[config.mk]
export PLATFORM = sky130hd
export DESIGN_NAME = mem_burst_scheduler
export DESIGN_NICKNAME = d
export VERILOG_FILES = /design/src/rtl/mem_burst_scheduler.sv
export SDC_FILE = /design/constraint.sdc
export NUM_CORES = 1
export LEC_CHECK = 0
export ABC_CLOCK_PERIOD_IN_PS = 4450
export BUFFER_PORTS_ARGS = -buffer_cell sky130_fd_sc_hd__buf_2
export CORE_ASPECT_RATIO = 0.9
export CORE_MARGIN = 4
export CORE_UTILIZATION = 43
export DETAILED_ROUTE_END_ITERATION = 7
export PLACE_DENSITY = 0.78
export RECOVER_POWER = 25
export SYNTH_ARGS = -nofsm -noshare
export SYNTH_HDL_FRONTEND = slang
export SYNTH_SLANG_ARGS = --single-unit
[constraint.sdc]
create_clock -name w_clock -period 4.45 [get_ports w_clock]
set_input_delay 0.2225 -clock w_clock [delete_from_list [all_inputs] [get_ports w_clock]]
set_output_delay 0.2225 -clock w_clock [all_outputs]
set_load 0.005 [all_outputs]
[src/rtl/mem_burst_scheduler.sv]
// Round-robin scheduler sharing one main-memory burst port between NUM_CORES cores.
// A granted core's descriptor is latched in IDLE. The block then issues one header beat
// carrying the burst length, followed by one address beat per word, and ends with a
// one-cycle done pulse.
module mem_burst_scheduler #(
    parameter int unsigned MAIN_MEM_ADDR_WIDTH = 32,
    parameter int unsigned NUM_CORES           = 4,
    parameter int unsigned BURST_WIDTH         = 6
) (
    input  logic                                     w_clock,
    input  logic                                     w_reset,
    input  logic [NUM_CORES-1:0]                     w_req,
    input  logic [NUM_CORES-1:0]                     w_req_rw,
    input  logic [NUM_CORES*MAIN_MEM_ADDR_WIDTH-1:0] w_req_addr,
    input  logic [NUM_CORES*BURST_WIDTH-1:0]         w_req_burst,
    output logic [NUM_CORES-1:0]                     w_grant,
    output logic [NUM_CORES-1:0]                     w_done,
    output logic                                     w_mem_valid,
    input  logic                                     w_mem_ready,
    output logic [MAIN_MEM_ADDR_WIDTH-1:0]           w_addr,
    output logic                                     w_rw,
    output logic [BURST_WIDTH-1:0]                   w_burst,
    output logic                                     w_busy
);

    localparam int unsigned PtrWidth = (NUM_CORES > 1) ? $clog2(NUM_CORES) : 1;

    typedef enum logic [1:0] {StIdle, StHeader, StXfer, StDone} state_e;

    state_e                         state_q, state_d;
    logic [PtrWidth-1:0]            r_ptr_q, r_ptr_d;
    logic [PtrWidth-1:0]            sel_q, sel_d;
    logic [MAIN_MEM_ADDR_WIDTH-1:0] addr_q, addr_d;
    logic [BURST_WIDTH-1:0]         burst_q, burst_d;
    logic                           rw_q, rw_d;
    logic [BURST_WIDTH-1:0]         count_q, count_d;

    logic [PtrWidth-1:0]            scan_sel;
    logic                           scan_found;
    int unsigned                    scan_idx;

    // Round-robin pick: first requester at or after r_ptr, wrapping modulo NUM_CORES.
    always_comb begin
        scan_sel   = r_ptr_q;
        scan_found = 1'b0;
        scan_idx   = 0;
        for (int unsigned k = 0; k < NUM_CORES; k++) begin
            scan_idx = (32'(r_ptr_q) + k) % NUM_CORES;
            if (!scan_found && w_req[PtrWidth'(scan_idx)]) begin
                scan_found = 1'b1;
                scan_sel   = PtrWidth'(scan_idx);
            end
        end
    end

    // Next-state logic; the descriptor is captured only when leaving IDLE.
    always_comb begin
        state_d = state_q;
        r_ptr_d = r_ptr_q;
        sel_d   = sel_q;
        addr_d  = addr_q;
        burst_d = burst_q;
        rw_d    = rw_q;
        count_d = count_q;
        unique case (state_q)
            StIdle: begin
                if (scan_found) begin
                    sel_d   = scan_sel;
                    addr_d  = w_req_addr[scan_sel*MAIN_MEM_ADDR_WIDTH +: MAIN_MEM_ADDR_WIDTH];
                    burst_d = w_req_burst[scan_sel*BURST_WIDTH +: BURST_WIDTH];
                    rw_d    = w_req_rw[scan_sel];
                    count_d = '0;
                    // A zero-length burst skips the memory beats entirely.
                    if (w_req_burst[scan_sel*BURST_WIDTH +: BURST_WIDTH] == '0) begin
                        state_d = StDone;
                    end else begin
                        state_d = StHeader;
                    end
                end
            end
            StHeader: begin
                if (w_mem_ready) begin
                    count_d = '0;
                    state_d = StXfer;
                end
            end
            StXfer: begin
                if (w_mem_ready) begin
                    count_d = count_q + BURST_WIDTH'(1);
                    if (count_q == burst_q - BURST_WIDTH'(1)) begin
                        state_d = StDone;
                    end
                end
            end
            StDone: begin
                if (sel_q == PtrWidth'(NUM_CORES - 1)) begin
                    r_ptr_d = '0;
                end else begin
                    r_ptr_d = sel_q + PtrWidth'(1);
                end
                state_d = StIdle;
            end
            default: state_d = StIdle;
        endcase
    end

    // State and descriptor registers; reset aborts any transfer without a done pulse.
    always_ff @(posedge w_clock or posedge w_reset) begin
        if (w_reset) begin
            state_q <= StIdle;
            r_ptr_q <= '0;
            sel_q   <= '0;
            addr_q  <= '0;
            burst_q <= '0;
            rw_q    <= 1'b0;
            count_q <= '0;
        end else begin
            state_q <= state_d;
            r_ptr_q <= r_ptr_d;
            sel_q   <= sel_d;
            addr_q  <= addr_d;
            burst_q <= burst_d;
            rw_q    <= rw_d;
            count_q <= count_d;
        end
    end

    // Outputs decoded from state only, so they are stable while memory stalls.
    always_comb begin
        w_grant     = '0;
        w_done      = '0;
        w_mem_valid = 1'b0;
        w_addr      = '0;
        w_burst     = '0;
        w_rw        = 1'b0;
        w_busy      = (state_q != StIdle);
        if (state_q != StIdle) begin
            w_grant[sel_q] = 1'b1;
        end
        unique case (state_q)
            StHeader: begin
                w_mem_valid = 1'b1;
                w_addr      = addr_q;
                w_burst     = burst_q;
                w_rw        = rw_q;
            end
            StXfer: begin
                w_mem_valid = 1'b1;
                // Address wraps silently at the top of the address space.
                w_addr      = addr_q + MAIN_MEM_ADDR_WIDTH'(count_q);
                w_rw        = rw_q;
            end
            StDone: begin
                w_done[sel_q] = 1'b1;
            end
            default: ;
        endcase
    end

endmodule

==> metrics.md, run 1 <==
| Metric | Value |
|---|---|
| Dpl hpwl | ~11 mm |
| Drt drc | 0 |
| Status | finished, violations left |
| Die ar. | about 12,000 µm² |
| Initial antenna violation count | 0 |
| Seq/Total Area, Yosys | 0.281 |
| Initial Util | 0.441 |
| Post-CTS Setup Bufs | 0 |
| P&R area growth vs syn | 28.0% |
| Unrepaired setup endpoints after global routing | no |
| Fmax | between 0.2 and 0.3 GHz |
| Worst-Margin Slew | 2.02 ns |
| Violated checks | capacitance limit, slew limit |
| Clk buf depth | 2 |
| Via count | between 4,000 and 5,000 |
| Fraction of layout instances using a drive strength above 1 | 0.474 |
| Clock root buffer | clkbuf_16 |
| Fin crit period | about 3.4 ns |
| Slew headroom | -0.351 |
| Req. time, crit path | approximately 4.2 ns |
| Setup TNS | 0 ns |
| Setup-failing EPs final | 0 |
| Worst min path class | in -> reg |
| Worst ir drop on vdd | between 0.5 and 0.6 mV |
| Number of global-route vias before repair | 4,367 |
| Area of the multi-input gates | ~3000 µm² |
| WS Path Type | reg -> out |
| Gr usage total | 0.216 |
| Worst-path clk slew | about 0.080 ns |
| CP Capture Type | primary output |
| GRT overflow | 0 |
| Worst Path Arrival | 3.17 ns |
| # fillers | around 900 |
| Global-route wire length before repair | 21.3 mm |
| Syn nets | ~630 |
| Mapped Cells | roughly 450 |
| Synthesis-stage register bit count | 51 |
| Fin. max-slew vios | 52 |
| # port buffers | 211 |
| CTS hold repair buffers | 0 |
| Fin nets | 821 |
| Crit path largest cell delay | between 0.6 and 0.7 ns |
| Static Leak | roughly 0.0027 µW |
| Die width | between 100 and 150 µm |
| Vias/cell | 5.76 |
| Max-Cap Viols | 1 |
| Num CTS Buffers | 5 |
| Cell Pwr Density | roughly 620 nW/µm² |
| Pin count of the biggest net entering global routing | 52 |
| Startpoint types | register |
| CTS tree | built |
| Clock skew | 0.00698 ns |
| PostCTS Resize Cnt | 0 |
| Register Area | about 1300 µm² |
| Post-synth top flop | dfrtp_1 |
| Post-Route Utilization | 0.565 |
| Async set-reset flop share out of synthesis | 1.00 |
| Gpl congestion | 0.878 |
| Wire per inst | roughly 18 µm |
| Setup WS pre-CTS | 1.45 ns |
| Final ANT Viol Nets | 0 |
| Period Utilization, post-route | 0.762 |
| YS warnings | 0 |
| EDFF count, synth | 0 |
| Core Rows | 35 |
| Core Area | 10,300 µm² |
| Final worst setup slack | 1.06 ns |
| Die Y | roughly 110 µm |
| First-pass iteration count of the detailed router | 4 |
| DRT Wirelength | ~14 mm |
| Clock latency on the worst-skew pair | 0.29 ns |
| Mapped Area | around 4500 µm² |
| H-tree depth | 2 |
| I/O Pins | between 200 and 250 |
| CP max FO | 6 |
| Sink Count | 51 |
| Synthesized area per cell | slightly above 10 µm² |
| Hold Fails Final Rpt | 0 |
| Slowest-stage cell, CP | a211oi_1 |
| CP Cell Sequence | ha_1 > inv_1 > fa_1 > nor2b_1 > o21a_1 > o21ai_1 > a211oi_1 > a31oi_1 > o21ai_0 > o31ai_1 > buf_2 |
| 1st-iter DRT viols | between 300 and 400 |
| Ant diodes | 0 |
| Unique masters post-synth | 54 |
cell usage after synthesis, types with 6 or more instances:
cell type | number | area, µm²
a21oi_1 | 21 | 105
a31oi_1 | 10 | 62.6
and2_1 | 15 | 93.8
and3_1 | 6 | 37.5
clkbuf_1 | 20 | 75.1
dfrtp_1 | 51 | 1280
ha_1 | 17 | 213
inv_1 | 18 | 67.6
mux2_2 | 42 | 473
mux4_2 | 35 | 788
nand2_1 | 27 | 101
nand3_1 | 15 | 75.1
nand4_1 | 6 | 37.5
nor2_1 | 21 | 78.8
nor2b_1 | 11 | 68.8
nor3_1 | 7 | 35.0
o21ai_0 | 39 | 195
o21ai_1 | 12 | 60.1
xnor2_1 | 7 | 61.3
xor2_1 | 6 | 52.6
metrics by stage:
step           power (µW)  hold WS, ns  std cells  area, µm²
2_1_floorplan        2510        0.471        448       4540
3_3_place_gp         3070        0.505        762       5650
3_5_place_dp         3170        0.516        762       5650
4_1_cts              3620        0.251        770       5810
5_1_grt              3900        0.367        770       5810
6_report             3610        0.373        770       5810
where the power goes:
group	leakage, µW	switching (µW)	internal [µW]
clock network	0.0000815	176	268
registers	0.000611	277	689
logic	0.00205	1090	1110
total	0.00275	1540	2070
routing by layer:
metal | up-vias | GRT usage | wire (µm)
met2 | 191 | 0.370 | 6820
met3 | 31 | 0.0281 | 883
met5 | - | 0 | 0
li1 | 2087 | - | -
met4 | 0 | 0.0804 | 347
met1 | 2125 | 0.276 | 5480
final timing paths:
path	startpoint	to	slack [ns]	depth (start not counted)
setup / recovery	count_q[0]	w_addr[28]	1.06	11
hold / removal	w_req_addr[37]	addr_q[5]	0.37	3
setup reg to reg	r_ptr_q[0]	state_q[1]	1.60	7
hold reg to reg	rw_q	rw_q	0.53	1
max in group asynchronous	w_reset	addr_q[29]	2.69	2
min in group asynchronous	w_reset	addr_q[4]	0.59	2
critical path: cells and delay by family, from the launching register on:
kind	cells	cell delay [ns]
AND/OR/NAND/NOR	1	0.15
adder cells (fa/ha/maj)	2	0.61
buffers and inverters	2	0.22
AO/OA/AOI/OAI	6	1.44
flip-flops	1	0.45
area by class of cell:
cell class	instances	share of cell area
multi-input combinational	350	0.527
tap	129	0.0278
clock inverter	2	0.00667
sequential	51	0.220
inverter	18	0.0116
timing repair buffer	214	0.186
clock buffer	6	0.0222
cell families (layout without fill, tap and decap cells):
family	Yosys count	in the layout	synth area share
simple gates	120	120	0.136
compound gates	116	116	0.156
mux	83	83	0.302
flops	51	51	0.281
buf+inv	47	240	0.0487
fa+ha+maj	18	18	0.0512
xor+xnor	13	13	0.0251
flip-flops by register name, summed over array words and instances (netlist names):
name	flops
addr_q	32
burst_q	6
count_q	6
r_ptr_q	2
rw_q	1
sel_q	2
state_q	2
placed cells by master, fill, tap and decap left out, types with 2 or more instances in the layout:
master,instances
nor2_1,21
nand4_1,6
dfrtp_1,51
a211oi_1,4
a21oi_1,21
a21o_1,4
a211o_1,2
clkbuf_16,5
mux4_1,3
and3_1,6
a41oi_1,2
and2_1,15
mux2_2,42
inv_1,18
a31oi_1,10
buf_2,211
mux4_2,35
o31ai_1,3
and4_1,4
nand3_1,15
o21ai_1,12
mux2i_1,3
nand2_1,27
a22oi_1,3
ha_1,17
buf_4,3
o21a_1,4
nor3_1,7
o21ai_0,39
xnor2_1,7
nor2b_1,11
a22o_1,2
xor2_1,6
(Power assumes the default switching activity.)
==> run 2: changes to the inputs <==
ABC_AREA = 1   (was default)
ABC_CLOCK_PERIOD_IN_PS = 3250   (was 4450)
PLACE_DENSITY = 0.76   (was 0.78)
clock period = 3.25 ns   (was 4.45 ns; I/O delays follow)
==> metrics.md, run 2 <==
| Metric | Value |
|---|---|
| Clock latency on the worst-skew pair | 0.29 ns |
| Fmax | around 0.34 GHz |
| Die ar. | 13,800 µm² |
| Num CTS Buffers | 5 |
| Clk buf depth | 2 |
| Max-Cap Viols | 0 |
| Hold Fails Final Rpt | 0 |
| H-tree depth | 2 |
| WS Path Type | reg -> out |
| Drt drc | 0 |
| Seq/Total Area, Yosys | 0.247 |
| Hold Startpoint | w_req_addr[45] |
| Worst-path clk slew | ~0.07 ns |
| Pin count of the biggest net entering global routing | between 80 and 90 |
| Synthesized area per cell | around 6.1 µm² |
| Gpl congestion | slightly below 1 |
| Commonest cells after routing, fill and taps aside | buf_2 (211), nand2_1 (209), nor2_1 (123) |
| Worst-Margin Slew | roughly 1.3 ns |
| Post-synth top area share | 0.247 |
| Initial antenna violation count | 0 |
| Worst ir drop on vdd | just under 0.8 mV |
| Compound-Gate Fraction of Synth Area | 0.226 |
| Simple logic cell fraction of the synthesized area | 0.350 |
| First-pass iteration count of the detailed router | 5 |
| Setup-failing EPs final | 0 |
| Ant diodes | 0 |
| Syn nets | 1,028 |
| Top-count cell post-synth | nand2_1 |
| Synthesis-stage register bit count | a little over 50 |
| Post-Route Utilization | 0.561 |
| Via count | approximately 6,400 |
| I/O Pins | roughly 210 |
| P&R area growth vs syn | 25.8% |
| YS warnings | 0 |
| Fin. max-slew vios | 0 |
| Clock root buffer | clkbuf_16 |
| Slew headroom | 0.120 |
| Die width | roughly 120 µm |
| Unique masters post-synth | between 40 and 50 |
| CP max FO | 5 |
| Die Y | ~110 µm |
| R2r endpoint | state_q[1] |
| Cell Pwr Density | around 1200 nW/µm² |
| Final worst setup slack | between 0.2 and 0.3 ns |
| Startpoint types | register |
| # port buffers | between 200 and 250 |
| Top cells by instance count after synthesis | nand2_1 (210), nor2_1 (126), o21ai_0 (90), inv_1 (73), nand3_1 (55) |
| CP Capture Type | primary output |
| Static Leak | approximately 0.0033 µW |
| Synth Area in Adders | 0.0451 |
| Setup TNS | 0 ns |
| CTS tree | built |
| FF-to-FF setup slack | a little under 0.5 ns |
| Post-CTS Setup Bufs | 0 |
| Depth of the most critical reg-to-reg path | 17 |
| Status | finished, final reports clean |
| Mapped Cells | roughly 850 |
| Number of global-route vias before repair | around 5,900 |
| Gr usage total | 0.260 |
| Final Hold Slack | 0.184 ns |
| Req. time, crit path | 3.09 ns |
| Largest Register | addr_q |
| Fin nets | about 1,200 |
| Hold Crit Depth | 3 |
| Worst Path Arrival | about 2.8 ns |
| R2r startpoint | r_ptr_q[0] |
| Clock skew | 0.00922 ns |
| EDFF count, synth | 0 |
| Largest family of logic cells by synthesized area | simple AND/OR/NAND/NOR gates |
| Unrepaired setup endpoints after global routing | no |
| Worst min path class | in -> reg |
| Commonest non-fill, non-tap cell in the layout | buf_2 |
| Mapped Area | a little over 5000 µm² |
| Top flop regs | addr_q: 32 flops, burst_q: 6 flops, count_q: 6 flops |
| Sink Count | 51 |
| # fillers | 1,232 |
| Dpl hpwl | approximately 15 mm |
| Placement Cell Area | 6330 µm² |
| GRT overflow | 0 |
| Core Rows | 37 |
| Max reg flops | 32 |
| Fin crit period | 2.96 ns |
| Area contributors post-synth | dfrtp_1 (25%), nand2_1 (15%), nor2_1 (9.2%) |
| Vias/cell | around 5.4 |
| Hold Crit Endpoint | addr_q[13] |
| Dominant cell type by area after synthesis | dfrtp_1 |
| Global-route wire length before repair | around 29 mm |
| Fraction of layout instances using a drive strength above 1 | 0.248 |
| Final ANT Viol Nets | 0 |
| DRT Wirelength | 18.5 mm |
| Async set-reset flop share out of synthesis | 1.00 |
| Post-synth top flop | dfrtp_1 |
| 1st-iter DRT viols | around 630 |
| Mux contribution to synthesized area | 0.0136 |
| Initial Util | 0.446 |
| Fin area | roughly 6500 µm² |
| Setup WS pre-CTS | roughly 0.37 ns |
| Wire per inst | 15.5 µm |
| Core Area | ~12,000 µm² |
| Xor/xnor share of the synthesized area | 0.0153 |
| Period Utilization, post-route | 0.912 |
==> run 2: cell count changes in the layout (fill, tap and decap cells not counted), moves of 21 or more <==
cell,change
nand2_1,+182
inv_1,+55
a21oi_1,+21
nand3_1,+40
mux4_2,-35
mux2_2,-42
o21ai_0,+51
nor2_1,+102
==> run 2: per-layer routing <==
metal | vias to the layer above | share of wire | GRT usage
li1 | 3197 | - | -
met2 | 316 | 0.44 | 0.399
met3 | 20 | 0.10 | 0.0437
met4 | 0 | 0.011 | 0.0384
met1 | 2893 | 0.44 | 0.390
met5 | - | 0 | 0
==> run 2: cell families after synthesis <==
kind of cell / after synthesis
simple gates: 433
compound gates: 207
buf+inv: 122
flops: 51
fa+ha+maj: 18
xor+xnor: 9
mux: 7
==> run 2: where the power goes <==
group          leakage (µW)  switching (µW)  internal, µW
sequential         0.000622             450           951
clock             0.0000746             253           291
combinational       0.00263            3720          2010
==> run 2: worst max-delay path: stages (launching register included) <==
cell and delay (ns):
dfrtp_2 0.45, ha_1 0.23, inv_1 0.07, fa_1 0.16, inv_1 0.06, nand3_1 0.07, nand2_1 0.09, nand2_1 0.06
nand2_1 0.05, a21oi_1 0.20, inv_1 0.08, nand2_1 0.19, o21ai_0 0.11, a221oi_1 0.48, buf_2 0.21
==> run 2: repair_timing <==
action                     CTS  global route
hold buffers                 0             0
gates resized for setup      0             6
setup endpoints to repair    0             4
==> run 2: worst max-delay path by stage <==
stage / startpoint / to / cells after the start
5_1_grt: addr_q[0] / w_addr[24] / 17
6_report: addr_q[0] / w_addr[14] / 14
3_5_place_dp: addr_q[0] / w_addr[28] / 17
2_1_floorplan: count_q[0] / w_addr[24] / 16
4_1_cts: addr_q[0] / w_addr[28] / 17
3_3_place_gp: addr_q[0] / w_addr[24] / 17
==> run 2: cell type report <==
type	count	area, µm²	share of cell area
clock buffers	5	125	0.0193
clock inverters	3	22.5	0.00347
inverters	80	303	0.0466
multi-input cells	674	3380	0.521
flip-flops and latches	51	1280	0.197
well taps	156	195	0.0301
repair buffers	224	1190	0.183
==> run 2: through the flow <==
stage,std cells,total power [µW]
floorplan,847,5430
global placement,1185,7010
detailed placement,1185,7080
CTS,1193,7620
global route,1193,8440
finish,1193,7680
